[config.mk]
export PLATFORM = sky130hd
export DESIGN_NAME = mem_port_arbiter
export DESIGN_NICKNAME = d
export VERILOG_FILES = /design/src/rtl/mem_arb_pkg.sv /design/src/rtl/mem_arb_pick.sv /design/src/rtl/mem_port_arbiter.sv
export SDC_FILE = /design/constraint.sdc
export NUM_CORES = 1
export LEC_CHECK = 0
export BUFFER_PORTS_ARGS = -buffer_cell sky130_fd_sc_hd__buf_2
export CORE_AREA = 2 2 173 175
export CTS_CLUSTER_SIZE = 14
export DETAILED_ROUTE_END_ITERATION = 7
export DIE_AREA = 0 0 175 177
export PLACE_DENSITY_LB_ADDON = 0.15
export SYNTH_ARGS = -nofsm -noshare
export SYNTH_HDL_FRONTEND = slang
export SYNTH_SLANG_ARGS = --single-unit
[constraint.sdc]
create_clock -name clk -period 4.06 [get_ports clk]
set_clock_uncertainty 0.15 [all_clocks]
set_input_delay 0 -clock clk [delete_from_list [all_inputs] [get_ports clk]]
set_output_delay 0 -clock clk [all_outputs]
set_load 0.01 [all_outputs]
[src/rtl/mem_arb_pkg.sv]
// Shared types and sizing constants for the unified-memory port arbiter.
//   state_e : sequencer state (IDLE, RD_WAIT)
//   owner_e : requester that owns the port / won the last grant (OWN_I, OWN_D)
//   MEM_LAT_MAX, CNT_W : largest supported read latency and latency counter width
package mem_arb_pkg;

  localparam int unsigned MEM_LAT_MAX = 7;
  localparam int unsigned CNT_W       = $clog2(MEM_LAT_MAX + 1);

  typedef enum logic [0:0] {
    IDLE    = 1'b0,
    RD_WAIT = 1'b1
  } state_e;

  typedef enum logic [0:0] {
    OWN_I = 1'b0,
    OWN_D = 1'b1
  } owner_e;

endpackage

[src/rtl/mem_arb_pick.sv]
// Combinational winner selection between the fetch and data requesters.
// Ports:
//   i_req, d_req : pending requests
//   last_win     : requester that won the most recent grant
//   any_req_c    : at least one request pending
//   win_c        : selected requester (meaningful only when any_req_c=1)
// Build option: MEM_PORT_ARB_RR_EN selects round-robin on ties; otherwise
// data always beats instruction.
module mem_arb_pick
  import mem_arb_pkg::*;
(
  input  logic   i_req,
  input  logic   d_req,
  input  owner_e last_win,
  output logic   any_req_c,
  output owner_e win_c
);

  assign any_req_c = i_req | d_req;

`ifdef MEM_PORT_ARB_RR_EN
  // On a tie the requester that did not win last time goes first.
  always_comb begin
    win_c = OWN_I;
    if (d_req && i_req) begin
      win_c = (last_win == OWN_D) ? OWN_I : OWN_D;
    end else if (d_req) begin
      win_c = OWN_D;
    end
  end
`else
  logic unused_last_win;
  assign unused_last_win = (last_win == OWN_D);

  assign win_c = d_req ? OWN_D : OWN_I;
`endif

endmodule

[src/rtl/mem_port_arbiter.sv]
// Shares the single-ported unified memory between instruction fetch and data
// load/store. Grants are combinational in IDLE; stores finish in the grant
// cycle, reads wait MEM_LAT cycles and return data with a one-cycle rvalid.
// Ports:
//   clk, reset (async, active-low)
//   i_req/i_addr -> i_gnt, i_rvalid, i_rdata        : fetch side
//   d_req/d_we/d_addr/d_wdata/d_be -> d_gnt, d_rvalid, d_rdata : data side
//   mem_en/mem_we/mem_addr/mem_wdata/mem_be -> memory, mem_rdata <- memory
// Build option: MEM_PORT_ARB_RR_EN enables round-robin tie-breaking.
module mem_port_arbiter
  import mem_arb_pkg::*;
#(
  parameter int unsigned ADDR_W  = 32,
  parameter int unsigned DATA_W  = 64,
  parameter int unsigned MEM_LAT = 1
) (
  input  logic                clk,
  input  logic                reset,
  input  logic                i_req,
  input  logic [ADDR_W-1:0]   i_addr,
  output logic                i_gnt,
  output logic                i_rvalid,
  output logic [DATA_W-1:0]   i_rdata,
  input  logic                d_req,
  input  logic                d_we,
  input  logic [ADDR_W-1:0]   d_addr,
  input  logic [DATA_W-1:0]   d_wdata,
  input  logic [DATA_W/8-1:0] d_be,
  output logic                d_gnt,
  output logic                d_rvalid,
  output logic [DATA_W-1:0]   d_rdata,
  output logic                mem_en,
  output logic                mem_we,
  output logic [ADDR_W-1:0]   mem_addr,
  output logic [DATA_W-1:0]   mem_wdata,
  output logic [DATA_W/8-1:0] mem_be,
  input  logic [DATA_W-1:0]   mem_rdata
);

  state_e             state_q, state_d;
  owner_e             owner_q, owner_d;
  owner_e             last_win_q, last_win_d;
  logic [CNT_W-1:0]   cnt_q, cnt_d;
  logic [DATA_W-1:0]  i_rdata_q, d_rdata_q;

  logic               any_req_c;
  owner_e             win_c;
  logic               rd_done_c;

  mem_arb_pick u_pick (
    .i_req     (i_req),
    .d_req     (d_req),
    .last_win  (last_win_q),
    .any_req_c (any_req_c),
    .win_c     (win_c)
  );

  assign rd_done_c = (state_q == RD_WAIT) && (cnt_q == CNT_W'(MEM_LAT));

  // Next state, grant/port mux and read return.
  always_comb begin
    state_d    = state_q;
    owner_d    = owner_q;
    last_win_d = last_win_q;
    cnt_d      = cnt_q;
    i_gnt      = 1'b0;
    d_gnt      = 1'b0;
    i_rvalid   = 1'b0;
    d_rvalid   = 1'b0;
    i_rdata    = i_rdata_q;
    d_rdata    = d_rdata_q;
    mem_en     = 1'b0;
    mem_we     = 1'b0;
    mem_addr   = '0;
    mem_wdata  = '0;
    mem_be     = '0;

    case (state_q)
      IDLE: begin
        // Reset gating keeps grants low while reset is held.
        if (reset && any_req_c) begin
          mem_en     = 1'b1;
          last_win_d = win_c;
          if (win_c == OWN_D) begin
            d_gnt     = 1'b1;
            mem_we    = d_we;
            mem_addr  = d_addr;
            mem_wdata = d_wdata;
            mem_be    = d_be;
          end else begin
            i_gnt    = 1'b1;
            mem_addr = i_addr;
            mem_be   = '1;
          end
          // Everything except a store waits for read data.
          if (!((win_c == OWN_D) && d_we)) begin
            state_d = RD_WAIT;
            owner_d = win_c;
            cnt_d   = CNT_W'(1);
          end
        end
      end
      RD_WAIT: begin
        if (rd_done_c) begin
          if (owner_q == OWN_D) begin
            d_rvalid = 1'b1;
            d_rdata  = mem_rdata;
          end else begin
            i_rvalid = 1'b1;
            i_rdata  = mem_rdata;
          end
          state_d = IDLE;
          cnt_d   = '0;
        end else begin
          cnt_d = cnt_q + CNT_W'(1);
        end
      end
      default: state_d = IDLE;
    endcase
  end

  // State, latency counter, and rdata hold registers.
  always_ff @(posedge clk or negedge reset) begin
    if (!reset) begin
      state_q    <= IDLE;
      owner_q    <= OWN_I;
      last_win_q <= OWN_I;
      cnt_q      <= '0;
      i_rdata_q  <= '0;
      d_rdata_q  <= '0;
    end else begin
      state_q    <= state_d;
      owner_q    <= owner_d;
      last_win_q <= last_win_d;
      cnt_q      <= cnt_d;
      i_rdata_q  <= i_rdata;
      d_rdata_q  <= d_rdata;
    end
  end

endmodule

==> results.md, run 1 <==
- Status: finished clean
- Ys Warns: 0
- Switching Power: 2490 µW
- Post-detail-place hpwl: 20000 µm
- Critical path buffers and inverters: 3
- Syn_nets: between 600 and 700
- Site Rows: 63
- Post-synth top area share: 52.6%
- Peak supply drop: 0.000189 V
- DR vias: 5555
- Setup Buffers After CTS: 0
- Worst slack at placement: between 1.5 and 2 ns
- DRT iter0 DRCs: ~160
- Clock transition at path regs: 0.07 ns
- Async SR Flop Fraction: 100%
- Die width: 175 µm
- Comb pwr share: 47.3%
- Post-synthesis simple-gate area fraction: 9.66%
- Largest family of logic cells by synthesized area: multiplexers
- Cts bufs inserted: 17
- Area contributors post-synth: dfrtp_1 53%, mux2_2 13%, mux2_4 12%
- CP endpoint kind: output pin
- Fill cell count: 3024
- Routed Antenna Nets: 0
- Antenna Cells: 0
- Mapped cell area: ~6300 µm²
- Synth Area per Inst: 13.5 µm²
- Critical Path Start Type: flip-flop
- Vias in the first global route: 5897
- GP Congestion: ~0.81
- Worst-path maximum fanout: 40
- Hold-fix buffers, CTS: 68
- Commonest non-fill, non-tap cell in the layout: buf_2
- Mux contribution to synthesized area: a little under a third
- Arrival @ worst endpoint: 2.77 ns
- Slew @ Worst Pin: 1.15 ns
- Flip-flop and latch area: between 3000 and 4000 µm²
- CTS resizes: 0
- EDFF count, synth: 0
- Max Slew Vio Count: 0
- Slowest cell on crit path: and3b_4
- Fmax: 343 MHz
- Synthesized instance count: 469
- DRC errors left: 0
- Slew HR: 23.0%
- WHS: 0.00485 ns
- Final setup margin: around 1.1 ns
- Avg WL per Cell: between 15 and 20 µm
- Port Buffers: 442
- Detailed-route wire length: roughly 26000 µm
- # H-tree levels: 4
- CP delay by family, top: simple AND/OR/NAND/NOR gates
- Leak Pwr: 0.00554 µW
- # nets final: around 1200
- Internal Power: 4630 µW
- Netlist cell types: 31
- Net Sw Frac: 35.0%
- Root Buffer: clkbuf_16
- Die Area: 31000 µm²
- CTS max path bufs: 2
- Starting Density: 21.6%
- Area growth, synth to finish: 60.5%
- Critical path class: flip-flop to output pin
- Vias/cell: 4.05
- Antenna violations before repair: 3
- Cell accounting for the most synthesized area: dfrtp_1
- Req. time, crit path: a little under 4 ns
- Final Hold Viols: 0
- Final period utilization: 71.9%
- Core ar.: around 29000 µm²
- Max Cap Viol: 0
- CTS tree: built
- Final instance area: 10200 µm²
- Yosys reg bits: 133
- Setup violations, final: 0
- Dpl cell area: between 8000 and 9000 µm²
- Clk network pwr share: 22.2%
- RSZ-0062 raised after global routing: false
- Period minus WS final: 2.92 ns
- Commonest cells after routing, fill and taps aside: 440 x buf_2, 133 x dfrtp_1, 74 x mux2_2
- CTS Sinks: 133
- Xor and xnor area share after synthesis: 0%
- GRT overflow: 0
- Worst-path cell chain: inv_1, ha_1, nor2b_2, and3b_4, buf_12, mux2_2, buf_2
- Area share of fa/ha/maj cells after synthesis: 0.396%
- PD cells: 702 nW/µm²
- First-pass GRT wire length: 37400 µm
- Die Ht: 177 µm
- I/O Pins: ~440
- Dominant synthesized flop cell: dfrtp_1
- Reg power frac: 30.5%
- Multi-input logic area: 2720 µm²
- Worst hold-check path type: primary input to async pin
- Share of layout cells above drive strength 1: 62.1%
- CP peak stage delay: 0.59 ns
- DR pass1 iterations: 4
- Complex-gate fraction of the synthesized area: approximately 1.7%
- Register area share after synthesis: between 50 and 60%
- Worst skew pair latency: 0.41 ns
- Global-route usage over all layers: ~16%
- Largest net degree at the start of global routing: 75
- TNS Setup: 0 ns
==> power groups by stage <==
stage               registers, µW  logic [µW]  clock network, µW
global route                 2250        3650               1700
CTS                          2180        3440               1640
floorplan                    2140        2090                  0
finish                       2170        3370               1580
global placement             2190        3370                  0
detailed placement           2200        3370                  0
==> cells in the mapped netlist, types with 2 or more instances <==
| cell | n |
|---|---|
| clkbuf_1 | 14 |
| ha_1 | 2 |
| mux2i_1 | 33 |
| buf_2 | 11 |
| nand2b_1 | 2 |
| mux2_1 | 5 |
| nand2_1 | 2 |
| a21oi_1 | 8 |
| inv_1 | 9 |
| and2_1 | 2 |
| nor2_1 | 34 |
| and3_1 | 64 |
| dfrtp_1 | 133 |
| mux2_4 | 49 |
| nor2b_2 | 2 |
| buf_8 | 5 |
| buf_6 | 7 |
| mux2_2 | 74 |
==> tightest hold or removal path, delay by kind of cell <==
family / cells / cell delay [ns]
buf+inv: 3 / 0.92
==> metrics by stage <==
step | instances | total power [µW] | util, %
floorplan | 469 | 4220 | -
global placement | 1270 | 5560 | 30.3
detailed placement | 1270 | 5570 | 30.3
CTS | 1370 | 7260 | 34.7
global route | 1370 | 7590 | 34.7
finish | 1370 | 7130 | 34.7
==> state kept, by name, summed over array words and instances, names as in the netlist <==
| name | count |
|---|---|
| i_rdata_q | 64 |
| state_q | 1 |
| owner_q | 1 |
| cnt_q | 3 |
| d_rdata_q | 64 |
==> path summary, 6_finish.rpt <==
check	from	endpoint	slack (ns)	cells after the start
max	cnt_q[1]$_DFFE_PN0P_	i_rdata[3]	1.14	7
min	reset	d_rdata_q[9]$_DFF_PN0_	0.005	3
max reg2reg	cnt_q[1]$_DFFE_PN0P_	i_rdata_q[3]$_DFF_PN0_	1.57	6
min reg2reg	d_rdata_q[47]$_DFF_PN0_	d_rdata_q[47]$_DFF_PN0_	0.34	1
max in group asynchronous	reset	d_rdata_q[37]$_DFF_PN0_	2.88	3
min in group clk	d_be[7]	mem_be[7]	0.17	3
==> cells by family (layout without fill, tap and decap cells) <==
group	count (synthesis)	count (layout)
compound gates	16	16
fa+ha+maj	2	2
buf+inv	47	558
flops	133	133
mux	161	161
simple gates	110	110
==> area by class of cell <==
class / instances / share of cell area (%)
clock buffer: 19 / 4.36
clock inverter: 13 / 1.55
inverter: 10 / 0.370
multi-input combinational: 289 / 26.8
sequential: 133 / 32.8
tap: 390 / 4.81
timing repair buffer: 516 / 29.3
==> layer usage <==
layer	part of all wire, %	GRT usage (%)
met1	39	17.9
met2	52	29.2
met3	7.6	5.41
met4	2.0	4.86
met5	0.050	0
Power figures use the tool's default switching activity.
==> inputs of run 2 (changes only) <==
==> constraint.sdc (replaced) <==
create_clock -name clk -period 2.8 [get_ports clk]
set_clock_uncertainty 0.15 [all_clocks]
set_input_delay 0 -clock clk [delete_from_list [all_inputs] [get_ports clk]]
set_output_delay 0 -clock clk [all_outputs]
set_load 0.01 [all_outputs]
==> run 2 against run 1 <==
  * Sequential power is 45% higher
  * Non-clock buffer count rose by 10
  * Utilization is 0.38 points higher
  * Largest power group unchanged
  * Combinational power grew 49%
==> results.md, run 2 (synthesized netlist as in run 1, its figures left out) <==
- Max Cap Viol: 0 (unchanged)
- Clock transition at path regs: 0.06 ns (was 0.07 ns)
- Starting Density: 21.6% (unchanged)
- Worst slack at placement: 0.546 ns (was 1.55 ns)
- Final Power: 10400 µW (was 7130 µW)
- I/O Pins: 443 (unchanged)
- # H-tree levels: 4 (unchanged)
- Cts bufs inserted: 17 (unchanged)
- Slew @ Worst Pin: 1.16 ns (was 1.15 ns)
- CP delay by family, top: simple AND/OR/NAND/NOR gates (unchanged)
- Worst skew pair latency: 0.41 ns (about the same)
- Topmost layer with routed signal wires: met5 (unchanged)
- Net Sw Frac: 34.8% (was 35.0%)
- Wire length on met1: 9520 µm (was 10000 µm)
- Final setup margin: 0.221 ns (was 1.14 ns)
- Worst-path maximum fanout: 28 (was 40)
- Req. time, crit path: 2.65 ns (was 3.91 ns)
- Worst hold-check path type: primary input to async pin (unchanged)
- CTS tree: built (unchanged)
- Final Hold Viols: 0 (unchanged)
- Met2 WL: 13300 µm (was 13400 µm)
- Setup violations, final: 0 (unchanged)
- Period minus WS final: 2.58 ns
- Max Slew Vio Count: 0 (unchanged)
- Area growth, synth to finish: 62.3% (was 60.5%)
- PD cells: 1020 nW/µm² (was 702 nW/µm²)
- Clk network pwr share: 21.7% (was 22.2%)
- Die Ht: 177 µm (unchanged)
- GP Congestion: 0.816 (was 0.811)
- Largest net degree at the start of global routing: 134 (was 75)
- Critical Path Start Type: flip-flop (unchanged)
- Leak Pwr: 0.00561 µW (was 0.00554 µW)
- Post-detail-place hpwl: 19900 µm (was 20000 µm)
- Antenna Cells: 0 (unchanged)
- Root Buffer: clkbuf_16 (unchanged)
- Comb pwr share: 48.1% (was 47.3%)
- Peak supply drop: 0.000323 V (was 0.000189 V)
- Reg power frac: 30.3% (was 30.5%)
- Slew HR: 22.6% (was 23.0%)
- Antenna violations before repair: 1 (was 3)
- Critical path buffers and inverters: 3 (unchanged)
- CP peak stage delay: 0.38 ns (was 0.59 ns)
- DR pass1 iterations: 4 (unchanged)
- Routed Antenna Nets: 0 (unchanged)
- DR vias: 5627 (was 5555)
- Die width: 175 µm (unchanged)
- Vias in the first global route: 5788 (was 5897)
- Worst-path cell chain: inv_1, ha_1, nor2b_2, nand3_4, buf_12, mux2_1, buf_2 (was inv_1, ha_1, nor2b_2, and3b_4, buf_12, mux2_2, buf_2)
- Slowest cell on crit path: dfrtp_1 (was and3b_4)
- Worst r2r dst: d_rdata_q[53]$_DFF_PN0_ (was i_rdata_q[3]$_DFF_PN0_)
- GRT overflow: 0 (unchanged)
- Biggest regs: d_rdata_q (64), i_rdata_q (64), cnt_q (3) (unchanged)
- RSZ-0062 raised after global routing: false (unchanged)
- Flop-to-flop setup slack: 0.66 ns (was 1.57 ns)
- FF-to-FF Start: cnt_q[1]$_DFFE_PN0P_ (unchanged)
- Fmax: 388 MHz
- DRT iter0 DRCs: 211 (was 163)
- CTS max path bufs: 2 (unchanged)
- Switching Power: 3630 µW (was 2490 µW)
- DRC errors left: 0 (unchanged)
- WL met3: 2080 µm (was 1970 µm)
- Worst Reg-to-Reg Cells: 6 (unchanged)
- Fill cell count: 3049 (was 3024)
- Die Area: 31000 µm² (unchanged)
- TNS Setup: 0 ns (unchanged)
- Final period utilization: 92.1%
- Site Rows: 63 (unchanged)
- Core ar.: 29200 µm² (unchanged)
- CTS Sinks: 133 (unchanged)
- Detailed-route wire length: 25500 µm (was 25900 µm)
- First-pass GRT wire length: 36700 µm (was 37400 µm)
- Commonest non-fill, non-tap cell in the layout: buf_2 (unchanged)
- Arrival @ worst endpoint: 2.43 ns (was 2.77 ns)
- Share of layout cells above drive strength 1: 62.6% (was 62.1%)
- # nets final: 1184 (was 1174)
- Global-route usage over all layers: 15.9% (was 16.1%)
- Avg WL per Cell: 18.5 µm (was 18.9 µm)
- Commonest cells after routing, fill and taps aside: 440 x buf_2, 133 x dfrtp_1, 74 x mux2_2 (unchanged)
- CP endpoint kind: output pin (unchanged)
- Port Buffers: 442 (unchanged)
- Vias/cell: 4.08 (was 4.05)
- Status: finished clean (unchanged)
- Internal Power: 6790 µW (was 4630 µW)
- Critical path class: flip-flop to output pin (unchanged)
[run 2: cell types whose count changed in the layout (fill, tap and decap cells not counted), sizes merged]
cell / change
buf: +10
bufinv: -1
clkinv: -1
clkbuf: +1
inv: +1
[run 2: worst max path at each step]
stage | start | end | slack [ns] | cells after the start
finish | cnt_q[1]$_DFFE_PN0P_ | d_rdata[47] | 0.22 | 7
global route | cnt_q[1]$_DFFE_PN0P_ | d_rdata[57] | 0.04 | 7
global placement | cnt_q[1]$_DFFE_PN0P_ | i_rdata[1] | 0.58 | 7
floorplan | cnt_q[1]$_DFFE_PN0P_ | i_rdata_q[54]$_DFF_PN0_ | 0.96 | 7
CTS | cnt_q[1]$_DFFE_PN0P_ | i_rdata[1] | 0.08 | 7
detailed placement | cnt_q[1]$_DFFE_PN0P_ | i_rdata[1] | 0.55 | 7
[run 2: worst register-to-register path, cell delays in order (launching register included)]
cell,delay [ns]
dfrtp_1,0.38
inv_1,0.08
ha_1,0.15
nor2b_2,0.22
nand3_4,0.35
buf_12,0.34
mux2_1,0.35
[run 2: final cells by class]
| type | instances | area, µm² | share of cell area [%] |
|---|---|---|---|
| clock buffer | 20 | 467 | 4.55 |
| multi-input combinational | 289 | 2720 | 26.5 |
| tap | 390 | 488 | 4.75 |
| timing repair buffer | 526 | 3090 | 30.1 |
| inverter | 10 | 37.5 | 0.366 |
| clock inverter | 12 | 128 | 1.24 |
| sequential | 133 | 3330 | 32.4 |
[run 2: per-layer routing]
metal | track usage, % | vias up
met5 | 0 | -
met4 | 5.14 | 2
met3 | 5.65 | 34
met2 | 29.3 | 253
met1 | 16.8 | 2677
li1 | - | 2661
[run 2: power by group through the flow]
| stage | sequential [µW] | clock (µW) | combinational (µW) |
|---|---|---|---|
| after floorplan | 3100 | 0 | 3030 |
| after global placement | 3190 | 0 | 4900 |
| after detailed placement | 3190 | 0 | 4920 |
| after CTS | 3160 | 2340 | 5010 |
| after global routing | 3260 | 2420 | 5400 |
| final | 3150 | 2260 | 5010 |
[run 2: repair_timing]
item                                    in CTS  in global routing
resized for setup                            0                  0
setup buffers                                0                  9
endpoints found under the hold margin      266                  0
endpoints found under the setup margin       0                  3
hold buffers                                67                  0
[run 2: through the flow]
step           util, %  instances  hold slack (ns)  instance area (µm²)
2_1_floorplan        -        469           -0.446                 6320
3_3_place_gp      30.5       1272           0.0986                 8920
3_5_place_dp      30.5       1272           0.0859                 8920
4_1_cts           34.8       1371            0.108                10200
5_1_grt           35.1       1380            0.154                10300
6_report          35.1       1380            0.101                10300
